<file path="config.mk">
export PLATFORM = sky130hd
export DESIGN_NAME = vram_arbiter
export DESIGN_NICKNAME = d
export VERILOG_FILES = /design/src/rtl/vram_arbiter.sv
export SDC_FILE = /design/constraint.sdc
export NUM_CORES = 1
export LEC_CHECK = 0
export ABC_AREA = 1
export ABC_CLOCK_PERIOD_IN_PS = 2250
export BUFFER_PORTS_ARGS = -buffer_cell sky130_fd_sc_hd__buf_2
export CAP_MARGIN = 25
export CORE_MARGIN = 1
export CORE_UTILIZATION = 52
export DETAILED_ROUTE_END_ITERATION = 6
export GPL_TIMING_DRIVEN = 0
export HOLD_SLACK_MARGIN = 0.05
export PLACE_DENSITY = 0.95
export SYNTH_ARGS = -nofsm -noshare
export SYNTH_HDL_FRONTEND = slang
export SYNTH_SLANG_ARGS = --single-unit
</file>
<file path="constraint.sdc">
create_clock -name clk -period 2.25 [get_ports clk]
set_input_delay 0.5625 -clock clk [delete_from_list [all_inputs] [get_ports clk]]
set_output_delay 0.5625 -clock clk [all_outputs]
set_load 0.005 [all_outputs]
</file>
<file path="src/rtl/vram_arbiter.sv">
`default_nettype none
// ============================================================================
// Module      : vram_arbiter
// Description : Single-port video RAM arbiter between a fixed-latency scanout
//               fetch path and a host port. The scanout path has absolute
//               priority; the host is served during blanking only, or also
//               in any idle active-display cycle when cycle stealing is
//               enabled.
// Config      : define VRAM_ARB_STEAL_EN to enable host cycle stealing
//               during active display.
// Revision    : 1.0 - initial release
// ============================================================================
module vram_arbiter #(
  parameter int ADDR_W  = 15,
  parameter int DATA_W  = 8,
  parameter int TIMEOUT = 1023
) (
  input  logic              clk,
  input  logic              rst_n,
  input  logic              hblank_n,
  input  logic              vblank_n,
  input  logic              pix_req,
  input  logic [ADDR_W-1:0] pix_addr,
  output logic [DATA_W-1:0] pix_data,
  output logic              pix_valid,
  input  logic              host_req,
  input  logic              host_we,
  input  logic [ADDR_W-1:0] host_addr,
  input  logic [DATA_W-1:0] host_wdata,
  output logic              host_gnt,
  output logic [DATA_W-1:0] host_rdata,
  output logic              host_rvalid,
  output logic              host_timeout,
  output logic [ADDR_W-1:0] mem_addr,
  output logic              mem_we,
  output logic [DATA_W-1:0] mem_wdata,
  input  logic [DATA_W-1:0] mem_rdata
);

  // Wait counter must hold TIMEOUT+1 (saturation value).
  localparam int               CNT_W     = $clog2(TIMEOUT + 2);
  localparam logic [CNT_W-1:0] CNT_LIMIT = CNT_W'(TIMEOUT);
  localparam logic [CNT_W-1:0] CNT_SAT   = CNT_W'(TIMEOUT + 1);

  typedef enum logic [1:0] {
    ST_IDLE = 2'd0,
    ST_SCAN = 2'd1,
    ST_HOST = 2'd2
  } owner_t;

  owner_t            state;
  owner_t            state_nx;
  logic              blank;
  logic              host_elig;
  logic              scan_sel;
  logic              host_sel;
  logic              host_wait;
  logic              wait_over;
  logic [CNT_W-1:0]  wait_cnt;
  logic              timeout_q;
  logic              rd_pix_s1;
  logic              rd_host_s1;
  logic [DATA_W-1:0] pix_hold;
  logic [DATA_W-1:0] host_hold;

  assign blank = ~hblank_n | ~vblank_n;

`ifdef VRAM_ARB_STEAL_EN
  // Host may also borrow any active-display cycle the scanout leaves idle.
  assign host_elig = blank | ~pix_req;
`else
  // Host is locked out for the whole active-display period.
  assign host_elig = blank;
`endif

  // Owner decision for this cycle; the grant is issued in the deciding cycle.
  // A grant is never repeated in the cycle right after a grant, so a host that
  // drops its request one cycle after seeing host_gnt is served exactly once.
  always_comb begin
    state_nx = ST_IDLE;
    host_gnt = 1'b0;
    if (rst_n) begin
      if (pix_req) begin
        state_nx = ST_SCAN;
      end else if (host_req && host_elig && (state != ST_HOST)) begin
        state_nx = ST_HOST;
        host_gnt = 1'b1;
      end
    end
  end

  assign scan_sel = (state_nx == ST_SCAN);
  assign host_sel = (state_nx == ST_HOST);

  // Owner state register.
  always_ff @(posedge clk) begin
    if (!rst_n) begin
      state <= ST_IDLE;
    end else begin
      state <= state_nx;
    end
  end

  // RAM command registers: the access happens the cycle after the decision.
  always_ff @(posedge clk) begin
    if (!rst_n) begin
      mem_we    <= 1'b0;
      mem_addr  <= '0;
      mem_wdata <= '0;
    end else begin
      mem_we <= host_sel & host_we;
      if (scan_sel) begin
        mem_addr <= pix_addr;
      end else if (host_sel) begin
        mem_addr <= host_addr;
        if (host_we) begin
          mem_wdata <= host_wdata;
        end
      end
    end
  end

  // Read-return pipeline: decision -> RAM access -> data strobe.
  always_ff @(posedge clk) begin
    if (!rst_n) begin
      rd_pix_s1   <= 1'b0;
      rd_host_s1  <= 1'b0;
      pix_valid   <= 1'b0;
      host_rvalid <= 1'b0;
    end else begin
      rd_pix_s1   <= scan_sel;
      rd_host_s1  <= host_sel & ~host_we;
      pix_valid   <= rd_pix_s1;
      host_rvalid <= rd_host_s1;
    end
  end

  // The RAM output is only meaningful in a strobe cycle; otherwise show the
  // last delivered word so both data outputs stay stable between strobes.
  assign pix_data   = pix_valid   ? mem_rdata : pix_hold;
  assign host_rdata = host_rvalid ? mem_rdata : host_hold;

  // Capture the last delivered read data for each requester.
  always_ff @(posedge clk) begin
    if (!rst_n) begin
      pix_hold  <= '0;
      host_hold <= '0;
    end else begin
      pix_hold  <= pix_data;
      host_hold <= host_rdata;
    end
  end

  // A cycle counts as waiting when the host asks and is not granted.
  // wait_cnt holds the number of earlier consecutive waiting cycles, so the
  // current cycle is the one that exceeds TIMEOUT once wait_cnt reaches it.
  assign host_wait    = rst_n & host_req & ~host_gnt;
  assign wait_over    = host_wait & (wait_cnt >= CNT_LIMIT);
  assign host_timeout = timeout_q | wait_over;

  // Saturating count of consecutive host waiting cycles.
  always_ff @(posedge clk) begin
    if (!rst_n) begin
      wait_cnt <= '0;
    end else if (!host_wait) begin
      wait_cnt <= '0;
    end else if (wait_cnt != CNT_SAT) begin
      wait_cnt <= wait_cnt + 1'b1;
    end
  end

  // Sticky timeout flag, cleared only by reset.
  always_ff @(posedge clk) begin
    if (!rst_n) begin
      timeout_q <= 1'b0;
    end else if (wait_over) begin
      timeout_q <= 1'b1;
    end
  end

endmodule
`default_nettype wire
</file>
==> impl_metrics.toml <==
[run_status]
status = "finished, final reports clean"

[clock_network]
hold_buffers = 0
postCtsSetupRepairBufs = 0
clk_path_buf_depth = 2
cts.sinks = 57
cts.clk_slew.worst_paths_ns = 0.06
cts_buffers = 9
cts_tree = "done"
root_buffer = "clkbuf_8"
ctsHtreeMaxLevel = 3
cts_resized = 2
clock_latency_ns = 0.32

[sta]
worstMarginPinSlew_ns = 0.4348
period_share_pct = 94.47
max_slew_margin_pct = 71.01
fin_setup_tns_ns = 0
rsz0062_at_grt = "no"
hold_viol = 0
slew_violations = 0
finalCriticalPeriod_ns = 2.126
clock_skew_ns = 0.004568
finalSetupViolCount = 0
fmax_ghz = 0.4705

[logic_synthesis]
synth_area_mm2 = 0.002422
netlist-cell-type-count = 25
synth-seq-cells = 57
synthesis.instances = 349
yosysTopAreaCellShare_pct = 47.11
avgSynthCellArea_um2 = 6.941
yosys.area.top_type = "dfxtp_1"
yosysWarnings = 0
yosysSeqAreaShare_pct = 47.11
netlist_top_cells_area = "dfxtp_1 (47%), nand2_1 (19%), nor2_1 (9.8%), a21oi_1 (5.0%), o21ai_0 (3.7%)"
synth_nets = 404

[drt]
vias_per_cell = 4.920
dr.pass1.iters = 4
ant_nets = 0
wl_per_cell_um = 11.11
routed_wl_um = 5689
drc = 0
num_vias = 2519
first_iter_violations = 136

[layout]
fin_nets = 510
drive_above_1_share_pct = 28.04
nFillCells = 349
num_antenna_cells = 0
final_cell_mix = "nand2_1 (121), buf_2 (96), nor2_1 (62)"
final_cells = 512
syn2layout_area_growth_pct = 31.82
final_common_cell = "nand2_1"

[critical_path]
crit_cells = 8
path_delay_family = "simple AND/OR/NAND/NOR gates"
worstSetupEndpointType = "output port"
worstPathMaxFanout = 5
critPathCapture = "host_timeout"
reg2reg_depth = 7
r2r_start = "state[0]"
crit_path_max_incr_delay_ns = 0.39
critPathKind = "flip-flop to output port"
crit_required_ns = 1.69
path_buf_inv = 2
regToRegSetupSlack_ns = 0.91
cp.arrival_ns = 1.56
r2r_end = "mem_wdata[2]"
start_kind = "flip-flop"
cp_slowest_cell = "dfxtp_2"
startpoint = "wait_cnt[0]"
worstPathCellList = "ha_4 -> inv_1 -> nor2_4 -> nand3_1 -> nand3_1 -> nand2_1 -> nand2_1 -> buf_2"

[placed_design]
io_buffers = 95
dp_cells = 496
hpwlAfterDp_um = 4274
gp_congestion = 0.8557

[floorplanning]
die_h_um = 70.25
io_pins = 97
core-area_mm2 = 0.004414
die_area_mm2 = 0.004935
initial_core_util_pct = 54.88
fp-row-count = 24
die_w_um = 70.25

[grt]
grt-ovfl-total = 0
groute.usage.overall_pct = 24.89
grt_pass1_wl_um = 9673
antenna_found_initial = 0
grt_pass1_vias = 2376
grt_max_degree = 11

[pwr]
p_per_area_mw_per_mm2 = 716.7
p_leak_nw = 1.684
finalPower_mw = 2.289
max-vdd-ir-drop_mv = 0.3734

[min_path]
hold_class = "flip-flop to flip-flop"

[flow_run]
maxCapViolations = 0
stage by stage:
step | hold WS, ns | setup WS, ns | utilization [%] | cell area [um^2]
floorplan | 0.3905 | 0.4114 | - | 2422
global placement | 0.4069 | 0.1955 | 67.12 | 2963
detailed placement | 0.4160 | 0.1831 | 67.12 | 2963
CTS | 0.4230 | 0.001836 | 71.94 | 3176
global route | 0.4233 | 0.002992 | 72.34 | 3193
finish | 0.4314 | 0.1244 | 72.34 | 3193
worst reg2reg max path: stages (launching register included):
cell	delay, ns
dfxtp_1	0.32
inv_1	0.04
nand2_1	0.05
nand2_1	0.15
nor2_8	0.23
nand2_2	0.15
o21ai_0	0.21
nor2_1	0.07
flip-flops by register name, indices dropped and copies added (netlist names), 2 cells and up:
signal / count
host_hold: 8
pix_hold: 8
mem_wdata: 8
mem_addr: 15
state: 2
wait_cnt: 11
routing by layer:
| layer | GRT usage (%) | up-vias | share of wire, % |
|---|---|---|---|
| li1 | - | 1304 | - |
| met1 | 26.99 | 1124 | 42 |
| met2 | 43.81 | 81 | 51 |
| met3 | 5.483 | 10 | 5.1 |
| met4 | 14.89 | 0 | 2.0 |
| met5 | 0 | - | 0 |
synthesized netlist by cell type:
library cell,instances
a21oi_1,24
buf_2,1
buf_4,3
buf_6,1
clkbuf_1,5
clkinv_1,1
clkinv_2,1
dfxtp_1,57
ha_1,2
inv_1,21
inv_2,2
inv_4,1
nand2_1,121
nand2_2,3
nand2_4,1
nand3_1,6
nand4_1,2
nor2_1,63
nor2_4,1
nor2_8,2
nor3_1,1
o21ai_0,18
o21ai_1,10
xnor2_1,1
xor2_1,1
cell type report:
class                      instances  area [um^2]  share of cell area, %
clock buffer                      14        172.7                  5.408
timing repair buffer              95        475.5                  14.89
tap                               52        65.06                  2.038
buffer                            10        57.56                  1.803
clock inverter                     2        35.03                  1.097
multi-input combinational        256         1142                  35.78
inverter                          26        101.3                  3.174
sequential                        57         1144                  35.82
logic make-up after synthesis:
group | Yosys count | share of synthesized area (%)
buffers and inverters | 36 | 6.560
flip-flops | 57 | 47.11
AND/OR/NAND/NOR | 200 | 33.83
XOR/XNOR | 2 | 0.7233
adder cells (fa/ha/maj) | 2 | 1.033
AO/OA/AOI/OAI | 52 | 10.74
how the worst min path moves through the flow:
stage | from | end | cells after the start
3_5_place_dp | rd_host_s1 | host_rvalid | 2
3_3_place_gp | rd_host_s1 | host_rvalid | 2
5_1_grt | host_we | rd_host_s1 | 2
6_report | rd_host_s1 | host_rvalid | 2
4_1_cts | host_we | rd_host_s1 | 2
2_1_floorplan | rd_host_s1 | host_rvalid | 2
power breakdown:
part           switching, mW  internal [mW]
Combinational          0.139          0.112
Sequential            0.0199           1.05
Clock                  0.368          0.601
Total                  0.527           1.76
Note: power is estimated with default switching activity, not from simulation.
